==> src/rtl/pll_reset_seq_if.sv <==
// Purpose : bundles the PLL-side and reset-tree-side signals of pll_reset_seq.
// Latency : none, wiring only.
// Backpressure: none; level signals only, no handshake.
// Ports (master = sequencer view):
//   pll_locked      in   raw PLL LOCK, asynchronous to clk
//   force_reset     in   single-cycle request to restart the whole sequence
//   pll_rst         out  PLL RST drive
//   domain_rst      out  per-domain active-high resets, bit k released k-th
//   ready           out  high while the domains are running
//   fail            out  sticky failure flag
//   retry_count     out  retries used in the current bring-up
//   lock_loss_count out  saturating count of lock losses after release began
interface pll_reset_seq_if #(
  parameter int N_DOMAINS   = 4,
  parameter int MAX_RETRIES = 3
);
  localparam int RC_W = (MAX_RETRIES > 0) ? $clog2(MAX_RETRIES + 1) : 1;

  logic                 pll_locked;
  logic                 force_reset;
  logic                 pll_rst;
  logic [N_DOMAINS-1:0] domain_rst;
  logic                 ready;
  logic                 fail;
  logic [RC_W-1:0]      retry_count;
  logic [7:0]           lock_loss_count;

  modport master (
    input  pll_locked, force_reset,
    output pll_rst, domain_rst, ready, fail, retry_count, lock_loss_count
  );

  modport slave (
    output pll_locked, force_reset,
    input  pll_rst, domain_rst, ready, fail, retry_count, lock_loss_count
  );
endinterface

==> src/rtl/pll_reset_seq.sv <==
// Purpose : PLL supervisor and staggered domain reset sequencer with lock qualification and retry.
// Latency : outputs registered; a pll_locked change reaches the outputs 3 cycles later (2 sync + 1 register).
// Backpressure: none; force_reset is a one-cycle pulse, always accepted.
// Ports:
//   i_clk  reference clock (also the PLL input clock)
//   i_rst  synchronous active-high reset
//   bus    pll_reset_seq_if.master: pll_locked/force_reset in, PLL and domain resets plus status out
module pll_reset_seq #(
  parameter int N_DOMAINS           = 4,
  parameter int PLL_RST_CYCLES      = 32,
  parameter int LOCK_STABLE_CYCLES  = 1024,
  parameter int STAGGER_CYCLES      = 16,
  parameter int LOCK_TIMEOUT_CYCLES = 65536,
  parameter int MAX_RETRIES         = 3
) (
  input  logic              i_clk,
  input  logic              i_rst,
  pll_reset_seq_if.master   bus
);

  localparam int RC_W     = (MAX_RETRIES > 0) ? $clog2(MAX_RETRIES + 1) : 1;
  localparam int REL_LAST = (N_DOMAINS - 1) * STAGGER_CYCLES;

  // One shared counter serves every state, so size it for the longest phase.
  localparam int MAX_AB = (PLL_RST_CYCLES > LOCK_STABLE_CYCLES) ? PLL_RST_CYCLES : LOCK_STABLE_CYCLES;
  localparam int MAX_CD = (LOCK_TIMEOUT_CYCLES > REL_LAST) ? LOCK_TIMEOUT_CYCLES : REL_LAST;
  localparam int MAX_C  = (MAX_AB > MAX_CD) ? MAX_AB : MAX_CD;
  localparam int CNT_W  = $clog2(MAX_C + 1);

  // Terminal counts: a phase of L cycles ends on the cycle the counter holds L-1.
  localparam logic [CNT_W-1:0] PLL_END    = CNT_W'(PLL_RST_CYCLES - 1);
  localparam logic [CNT_W-1:0] TO_END     = CNT_W'(LOCK_TIMEOUT_CYCLES - 1);
  localparam logic [CNT_W-1:0] STABLE_END = CNT_W'(LOCK_STABLE_CYCLES - 1);
  localparam logic [CNT_W-1:0] REL_END    = CNT_W'(REL_LAST);
  localparam logic [RC_W-1:0]  RETRY_MAX  = RC_W'(MAX_RETRIES);

  typedef enum logic [2:0] {
    S_PLL_RST   = 3'd0,
    S_WAIT_LOCK = 3'd1,
    S_STABLE    = 3'd2,
    S_RELEASE   = 3'd3,
    S_RUN       = 3'd4,
    S_FAIL      = 3'd5
  } state_t;

  state_t               r_state, w_state_nxt;
  logic [CNT_W-1:0]     r_cnt, w_cnt_nxt;
  logic [RC_W-1:0]      r_retry, w_retry_nxt;
  logic [7:0]           r_llc, w_llc_nxt;

  logic                 r_lock_meta, r_lock_sync;
  logic                 w_locked_s;

  logic                 r_pll_rst, w_pll_rst_nxt;
  logic [N_DOMAINS-1:0] r_dom, w_dom_nxt;
  logic                 r_ready, w_ready_nxt;
  logic                 r_fail, w_fail_nxt;

  assign w_locked_s = r_lock_sync;

  // State register, counters, synchroniser and output registers.
  always_ff @(posedge i_clk) begin
    if (i_rst) begin
      r_state     <= S_PLL_RST;
      r_cnt       <= '0;
      r_retry     <= '0;
      r_llc       <= '0;
      r_lock_meta <= 1'b0;
      r_lock_sync <= 1'b0;
      r_pll_rst   <= 1'b1;
      r_dom       <= '1;
      r_ready     <= 1'b0;
      r_fail      <= 1'b0;
    end else begin
      r_state     <= w_state_nxt;
      r_cnt       <= w_cnt_nxt;
      r_retry     <= w_retry_nxt;
      r_llc       <= w_llc_nxt;
      r_lock_meta <= bus.pll_locked;
      r_lock_sync <= r_lock_meta;
      r_pll_rst   <= w_pll_rst_nxt;
      r_dom       <= w_dom_nxt;
      r_ready     <= w_ready_nxt;
      r_fail      <= w_fail_nxt;
    end
  end

  // Next-state logic.
  always_comb begin
    w_state_nxt = r_state;
    w_cnt_nxt   = r_cnt + CNT_W'(1);
    w_retry_nxt = r_retry;
    w_llc_nxt   = r_llc;

    case (r_state)
      S_PLL_RST: begin
        if (r_cnt == PLL_END) begin
          w_state_nxt = S_WAIT_LOCK;
          w_cnt_nxt   = '0;
        end
      end
      S_WAIT_LOCK: begin
        // Lock is checked first so it wins over a coincident timeout.
        if (w_locked_s) begin
          w_state_nxt = S_STABLE;
          w_cnt_nxt   = '0;
        end else if (r_cnt == TO_END) begin
          w_cnt_nxt = '0;
          if (r_retry < RETRY_MAX) begin
            w_retry_nxt = r_retry + RC_W'(1);
            w_state_nxt = S_PLL_RST;
          end else begin
            w_state_nxt = S_FAIL;
          end
        end
      end
      S_STABLE: begin
        // A glitch before release is not a lock loss: just wait again, no retry spent.
        if (!w_locked_s) begin
          w_state_nxt = S_WAIT_LOCK;
          w_cnt_nxt   = '0;
        end else if (r_cnt == STABLE_END) begin
          w_state_nxt = S_RELEASE;
          w_cnt_nxt   = '0;
        end
      end
      S_RELEASE: begin
        if (!w_locked_s) begin
          w_state_nxt = S_PLL_RST;
          w_cnt_nxt   = '0;
          w_retry_nxt = '0;
          if (r_llc != 8'hFF) w_llc_nxt = r_llc + 8'd1;
        end else if (r_cnt == REL_END) begin
          w_state_nxt = S_RUN;
          w_cnt_nxt   = '0;
          w_retry_nxt = '0;
        end
      end
      S_RUN: begin
        w_cnt_nxt = '0;
        if (!w_locked_s) begin
          w_state_nxt = S_PLL_RST;
          w_retry_nxt = '0;
          if (r_llc != 8'hFF) w_llc_nxt = r_llc + 8'd1;
        end
      end
      S_FAIL: begin
        w_cnt_nxt = '0;
      end
      default: begin
        w_state_nxt = S_PLL_RST;
        w_cnt_nxt   = '0;
      end
    endcase

    // Restart request overrides everything above, including a lock-loss count.
    if (bus.force_reset) begin
      w_state_nxt = S_PLL_RST;
      w_cnt_nxt   = '0;
      w_retry_nxt = '0;
      w_llc_nxt   = r_llc;
    end
  end

  // Output decode from the next state, so every output comes straight off a flop.
  always_comb begin
    w_pll_rst_nxt = (w_state_nxt == S_PLL_RST);
    w_ready_nxt   = (w_state_nxt == S_RUN);
    w_fail_nxt    = (w_state_nxt == S_FAIL);
    w_dom_nxt     = '1;
    if (w_state_nxt == S_RUN) begin
      w_dom_nxt = '0;
    end else if (w_state_nxt == S_RELEASE) begin
      // Bit k drops once the stagger counter reaches k*STAGGER_CYCLES and stays low.
      for (int k = 0; k < N_DOMAINS; k++) begin
        if (w_cnt_nxt >= CNT_W'(k * STAGGER_CYCLES)) w_dom_nxt[k] = 1'b0;
      end
    end
  end

  assign bus.pll_rst         = r_pll_rst;
  assign bus.domain_rst      = r_dom;
  assign bus.ready           = r_ready;
  assign bus.fail            = r_fail;
  assign bus.retry_count     = r_retry;
  assign bus.lock_loss_count = r_llc;

endmodule

==> src/flat_wrapper.sv <==
// flat-port wrapper written by rule: the top's interface ports become plain ports
module pll_reset_seq_flat 
#(
  parameter int N_DOMAINS           = 4,
  parameter int PLL_RST_CYCLES      = 32,
  parameter int LOCK_STABLE_CYCLES  = 1024,
  parameter int STAGGER_CYCLES      = 16,
  parameter int LOCK_TIMEOUT_CYCLES = 65536,
  parameter int MAX_RETRIES         = 3
)
  (i_clk, i_rst, bus_pll_locked, bus_force_reset, bus_pll_rst, bus_domain_rst, bus_ready, bus_fail, bus_retry_count, bus_lock_loss_count);
  pll_reset_seq_if #(.N_DOMAINS(N_DOMAINS), .MAX_RETRIES(MAX_RETRIES)) bus_i ();
  input  logic i_clk;
  input  logic i_rst;
  input wire logic [$bits(bus_i.pll_locked)-1:0] bus_pll_locked;
  input wire logic [$bits(bus_i.force_reset)-1:0] bus_force_reset;
  output wire logic [$bits(bus_i.pll_rst)-1:0] bus_pll_rst;
  output wire logic [$bits(bus_i.domain_rst)-1:0] bus_domain_rst;
  output wire logic [$bits(bus_i.ready)-1:0] bus_ready;
  output wire logic [$bits(bus_i.fail)-1:0] bus_fail;
  output wire logic [$bits(bus_i.retry_count)-1:0] bus_retry_count;
  output wire logic [$bits(bus_i.lock_loss_count)-1:0] bus_lock_loss_count;
  assign bus_i.pll_locked = bus_pll_locked;
  assign bus_i.force_reset = bus_force_reset;
  assign bus_pll_rst = bus_i.pll_rst;
  assign bus_domain_rst = bus_i.domain_rst;
  assign bus_ready = bus_i.ready;
  assign bus_fail = bus_i.fail;
  assign bus_retry_count = bus_i.retry_count;
  assign bus_lock_loss_count = bus_i.lock_loss_count;
  pll_reset_seq #(.N_DOMAINS(N_DOMAINS), .PLL_RST_CYCLES(PLL_RST_CYCLES), .LOCK_STABLE_CYCLES(LOCK_STABLE_CYCLES), .STAGGER_CYCLES(STAGGER_CYCLES), .LOCK_TIMEOUT_CYCLES(LOCK_TIMEOUT_CYCLES), .MAX_RETRIES(MAX_RETRIES)) u_core (.i_clk(i_clk), .i_rst(i_rst), .bus(bus_i));
endmodule
==> config.mk <==
export PLATFORM = sky130hd
export DESIGN_NAME = pll_reset_seq_flat
export DESIGN_NICKNAME = d
export VERILOG_FILES = /design/src/rtl/pll_reset_seq_if.sv /design/src/rtl/pll_reset_seq.sv /design/src/flat_wrapper.sv
export SDC_FILE = /design/constraint.sdc
export NUM_CORES = 1
export LEC_CHECK = 0
export BUFFER_PORTS_ARGS = -buffer_cell sky130_fd_sc_hd__buf_2
export CELL_PAD_IN_SITES_DETAIL_PLACEMENT = 0
export CELL_PAD_IN_SITES_GLOBAL_PLACEMENT = 1
export CORE_MARGIN = 4
export CORE_UTILIZATION = 39
export CTS_BUF_LIST = sky130_fd_sc_hd__clkbuf_4 sky130_fd_sc_hd__clkbuf_8 sky130_fd_sc_hd__clkbuf_16
export DETAILED_ROUTE_END_ITERATION = 8
export GPL_TIMING_DRIVEN = 1
export PLACE_DENSITY = 0.8
export SKIP_CTS_REPAIR_TIMING = 1
export SYNTH_ARGS = -nofsm -noshare
export SYNTH_HDL_FRONTEND = slang
export SYNTH_SLANG_ARGS = --single-unit
==> constraint.sdc <==
create_clock -name i_clk -period 2.88 [get_ports i_clk]
set_clock_uncertainty 0.05 [all_clocks]
set_input_delay 0.576 -clock i_clk [delete_from_list [all_inputs] [get_ports i_clk]]
set_output_delay 0.576 -clock i_clk [all_outputs]
set_load 0.02 [all_outputs]
After elaboration in Yosys (flattened, before gate mapping) --
Cells that the tools add are included.
Storage, ports and cells: register bits after elaboration 39, output and inout port bits 17, word-level logic and storage cells 78, input bits 4
Cells by class: bitwise operators 2, $add $sub $neg 3, magnitude comparators 5, multiplexer cells 33, eq/ne operators 18, reduce and logical (&&, ||, !) cells 7
Operator list (number):
- $mux 17 | 8
- $pmux 17 s4 | 1
- $ge 17x6->1 const B | 2
- $mux 3 | 10
- $pmux 3 s6 | 1
- $add 17x1->17 const B | 1
- $eq 17x10->1 const B | 1
- $eq 17x16->1 const B | 1
- $eq 17x5->1 const B | 1
- $eq 17x6->1 const B | 1
- $ge 17x1->1 const B | 1
- $ge 17x5->1 const B | 1
- $eq 3x3->1 const B | 4
- $mux 2 | 6
- $eq 3x2->1 const B | 3
- $add 8x1->8 const B | 1
- $mux 4 | 2
- $ne 8x8->1 const B | 1
- $logic_not 3->1 | 2
- $pmux 2 s3 | 1
- $reduce_and 6->1 | 1
- $mux 1 | 4
- $ne 2x1->1 const B | 2
- $ne 2x2->1 const B | 2
- other kinds (8) | 10

Depth between registers and ports, before layout --
depth in word-level cells 9, gate-level depth with buffers 13, depth with buffers taken out 13

Worst setup path before layout --
Ideal clock, no wire load.
path kind reg-to-reg, from register u_core.r_cnt[0], to register u_core.r_dom[1] (netlist: u_core.bus.domain_rst[1]), required time 2.756 ns, arrival 2.899 ns, library setup time 0.074 ns, path buffers 0, path slack -0.144 ns, clock period less this slack 3.024 ns, stages on the path, launching flop included 14, path through dfxtp_1 ha_1 nand3_1 nor4_1 nand3_1 inv_1 ha_1 nor3b_1 nor3_1 a21oi_1 nor3b_1 nor2_1 o21ba_2 o21ai_0
On the way: word-level cells in the longest chain between the ends 9, elaborated cells on any way between the ends 29, those cells by class add/sub (1); order compare (1); eq/ne (6); mux (21)
RTL lines:
- start, declared | RTL line pll_reset_seq.sv:47 | logic [CNT_W-1:0] r_cnt, w_cnt_nxt;
- start signal, assigned | RTL line pll_reset_seq.sv:76 | r_cnt <= w_cnt_nxt;
- $add 17x1->17, or another cell as far along | RTL line pll_reset_seq.sv:91 | w_cnt_nxt = r_cnt + CNT_W'(1);
- $mux 17 (on tied branches) | RTL line pll_reset_seq.sv:133, pll_reset_seq.sv:107, pll_reset_seq.sv:122
- $mux 17 (on tied branches) | RTL line pll_reset_seq.sv:128, pll_reset_seq.sv:104, pll_reset_seq.sv:119
- $pmux 17 s4 | RTL line pll_reset_seq.sv:95 | case (r_state)
- $mux 17 | RTL line pll_reset_seq.sv:157 | if (bus.force_reset) begin
- $ge 17x5->1 | RTL line pll_reset_seq.sv:176 | if (w_cnt_nxt >= CNT_W'(k * STAGGER_CYCLES)) w_dom_nxt[k] = 1'b0;
- $mux 1 | RTL line pll_reset_seq.sv:176
- $mux 4 | RTL line pll_reset_seq.sv:173 | end else if (w_state_nxt == S_RELEASE) begin
- $mux 4 * | RTL line pll_reset_seq.sv:171 | if (w_state_nxt == S_RUN) begin
- end signal, assigned | RTL line pll_reset_seq.sv:82 | r_dom <= w_dom_nxt;
- end, declared | RTL line pll_reset_seq.sv:55 | logic [N_DOMAINS-1:0] r_dom, w_dom_nxt;
Every way passes the cells marked *; elsewhere a longest branch is shown, timed or not. A chain may end at the register's enable or synchronous reset.

Worst setup path in the final report --
from register u_core.r_cnt[14], to register u_core.r_cnt[5]
On the way: word-level cells in the longest chain between the ends 5, elaborated cells on any way between the ends 13, those cells by class eq/ne (4); mux (9)
RTL lines:
- $eq 17x6->1, or another cell as far along | RTL line pll_reset_seq.sv:133 | end else if (r_cnt == REL_END) begin
- $mux 17 (on tied branches) | RTL line pll_reset_seq.sv:133, pll_reset_seq.sv:107, pll_reset_seq.sv:122
- $mux 17 (on tied branches) | RTL line pll_reset_seq.sv:128, pll_reset_seq.sv:104, pll_reset_seq.sv:119
- $pmux 17 s4 * | RTL line pll_reset_seq.sv:95
- $mux 17 * | RTL line pll_reset_seq.sv:157
Marks and branches as above.

==> summary.md <==
| Metric | Value |
|---|---|
| Status | finished, final reports clean |
| Worst Hold Class | reg -> reg |
| EDFF count, synth | 0 |
| PortBufs | 20 |
| Clk buf depth | 2 |
| Slew @ Worst Pin | approximately 0.56 ns |
| Vias in the first global route | 1,728 |
| Pwr dens | between 300 and 400 nW/um^2 |
| Critical Path RT | 3.02 ns |
| FILL cells | 537 |
| Vias | ~1,800 |
| Gpl congestion | 0.852 |
| First-pass iteration count of the detailed router | 4 |
| Critical path launch point | u_core.r_cnt[14] |
| Slew Limit Fails | 0 |
| Area leader, netlist | dfxtp_1 |
| DRC errors left | 0 |
| Cell row count | 26 |
| Nets | 294 |
| Crit Reg-Reg Startpoint | u_core.r_cnt[14] |
| Register area share after synthesis | 37.8% |
| Initial drt markers | 58 |
| Hpwl dp | 3.40 mm |
| Syn Nets | 264 |
| Leak | 0.893 nW |
| Dominant synthesized flop cell | dfxtp_1 |
| CP arrival | 2.80 ns |
| Synth Area in Simple Gates | 32.9% |
| Synth warn | 0 |
| CP max FO | 14 |
| Core box area | 5110 sq um |
| Most common cell in the netlist | nor2_1 |
| Flops & latches, synth | 39 |
| Area of the die | between 6000 and 7000 sq um |
| CP delay by family, top | simple AND/OR/NAND/NOR gates |
| Die W | approximately 81 microns |
| Setup-failing EPs final | 0 |
| Reg clk slew, reported paths | around 0.080 ns |
| Yosys top cell area share | 37.8% |
| GRT Overall Usage | 15.4% |
| Worst Slack Setup Final | 0.219 ns |
| Minimum clock period | 2.66 ns |
| Area taken by flip-flops and latches | 781 sq um |
| Largest net degree at the start of global routing | 17 |
| Top post-synthesis cells by area | dfxtp_1 (38%), nor2_1 (7.3%), xnor2_1 (4.7%) |
| DRT Wirelength | 4.50 mm |
| Initial Util | 40.5% |
| Overflow after GRT | 0 |
| Total inserted antenna cells | 0 |
| Multi-input logic area | between 1000 and 1500 sq um |
| I/O pins | 21 |
| CP endpoint | u_core.r_cnt[5] |
| Cells along the critical path | or4_4, or4_4, o41ai_4, nand2_1, o21ai_2, or2_1, buf_12, nor2_1 |
| Die height | 80.8 microns |
| Reg2reg setup slack | 0.22 ns |
| Compound-Gate Fraction of Synth Area | 11.1% |
| WP depth | 8 |
| Crit path buf inv count | 1 |
| Startpoint class of the critical path | flip-flop |
| Worst-skew pair later-pin latency | around 0.30 ns |
| Worst slack, placed | 0.221 ns |
| Post-synth cell types | 42 |
| Num CTS Buffers | 5 |
| Slew headroom | 62.6% |
| F_max | 376 MHz |
| Top post-synthesis cells by count | nor2_1 (40), dfxtp_1 (39), nand2_1 (23), nor3_1 (12), xnor2_1 (11) |
| First-pass GRT wire length | 7.92 mm |
| Setup crit end kind | flip-flop |
| Worst path most repeated cell | or4_4 |
| CP peak stage delay | 0.57 ns |
| Netlist Area Pre-Place | roughly 2100 sq um |
| Largest family of logic cells by synthesized area | simple AND/OR/NAND/NOR gates |
| Crit share post-route | 92.4% |
| CP Class | reg -> reg |
| Root Driver | clkbuf_8 |
| Synth-to-layout area growth | 16.5% |
| Drt wl/cell | about 13 microns |
| Final hold viol count | 0 |
| Ys async rst share | 0% |
| H-tree levels | 2 |
| Antenna violations before repair | 0 |
| Sink Count | 39 |
| Mux share of post-synthesis cell area | less than 1% |
| Total negative slack | 0 ns |
| Vias per inst | 5.10 |
| Worst-path cell with the longest stage delay | or4_4 |
| Routed Antenna Nets | 0 |
| Avg Cell Area, Syn | 8.14 sq um |
| Maximum vdd drop | approximately 0.27 mV |
| Adder-Cell Fraction of Synth Area | approximately 3.6% |
| Max Cap Violations | 0 |
| R2R Path End | u_core.r_cnt[5] |
| Synth Area in XOR/XNOR | 8.90% |
| Cells after Synth | 254 |
| Share of layout cells above drive strength 1 | 17.5% |
| Final Util | 47.2% |
| Unrepaired setup endpoints after global routing | false |
| CTS tree | done |
| FF-to-FF path depth | 8 |
[placed cells by master, fill, tap and decap left out, drive strengths merged, types with 5 or more instances in the layout]
master,n
a21oi,9
a31oi,5
buf,33
clkbuf,5
dfxtp,39
ha,6
inv,11
nand2,23
nand3,10
nand4,5
nor2,40
nor2b,5
nor3,12
nor4,8
o21ai,10
or4,6
xnor2,11
xor2,10
[routing by layer]
| metal | part of all wire, % | up-vias | wire length [microns] | track usage, % |
|---|---|---|---|---|
| met4 | 1.4 | 0 | 63 | 5.24 |
| li1 | - | 944 | - | - |
| met1 | 48 | 840 | 2150 | 20.1 |
| met3 | 3.4 | 5 | 154 | 3.88 |
| met2 | 47 | 23 | 2130 | 24.9 |
| met5 | 0 | - | 0 | 0 |
[worst min-delay path by stage]
stage | start | endpoint | slack (ns) | cells after the start
after floorplan | u_core.r_lock_meta | u_core.r_lock_sync | 0.36 | 1
after detailed placement | u_core.r_lock_meta | u_core.r_lock_sync | 0.38 | 1
after global placement | u_core.r_lock_meta | u_core.r_lock_sync | 0.37 | 1
after global routing | bus_pll_locked | u_core.r_lock_meta | 0.43 | 2
after CTS | u_core.r_lock_meta | u_core.r_lock_sync | 0.40 | 1
final | u_core.r_lock_meta | u_core.r_lock_sync | 0.39 | 1
[state kept, by name (all words and copies together), names as in the netlist]
register                    flops
u_core.r_cnt                   17
u_core.bus.lock_loss_count      8
u_core.bus.domain_rst           4
u_core.r_state                  3
u_core.bus.retry_count          2
u_core.bus.fail                 1
u_core.bus.pll_rst              1
u_core.bus.ready                1
u_core.r_lock_meta              1
u_core.r_lock_sync              1
[stage by stage]
stage,cell area (sq um),power (mW),hold slack [ns],std cells
detailed placement,2310,0.583,0.375,347
global placement,2310,0.583,0.370,347
finish,2410,0.951,0.395,355
CTS,2400,0.968,0.396,355
global route,2410,0.992,0.434,355
floorplan,2070,0.574,0.364,254
[where the power goes]
part           total, mW  internal, mW  switching (mW)
registers          0.544         0.541         0.00280
clock network      0.381         0.173           0.208
logic             0.0259        0.0106          0.0153
[logic make-up (layout without fill, tap and decap cells)]
family	after synthesis	count (layout)
AOI/OAI and AO/OA	34	34
xor gates and xnor gates	21	21
adders and majority gates	6	6
buffers and inverters	20	51
DFF	39	39
muxes	2	2
and+or+nand+nor	132	132
[final cells by class]
cell class,count,share of cell area [%]
clock inverters,3,0.987
clock buffers,5,2.86
flip-flops and latches,39,32.4
repair buffers,33,8.73
well taps,70,3.64
multi-input cells,195,49.8
inverters,10,1.56
(Power assumes the default switching activity.)
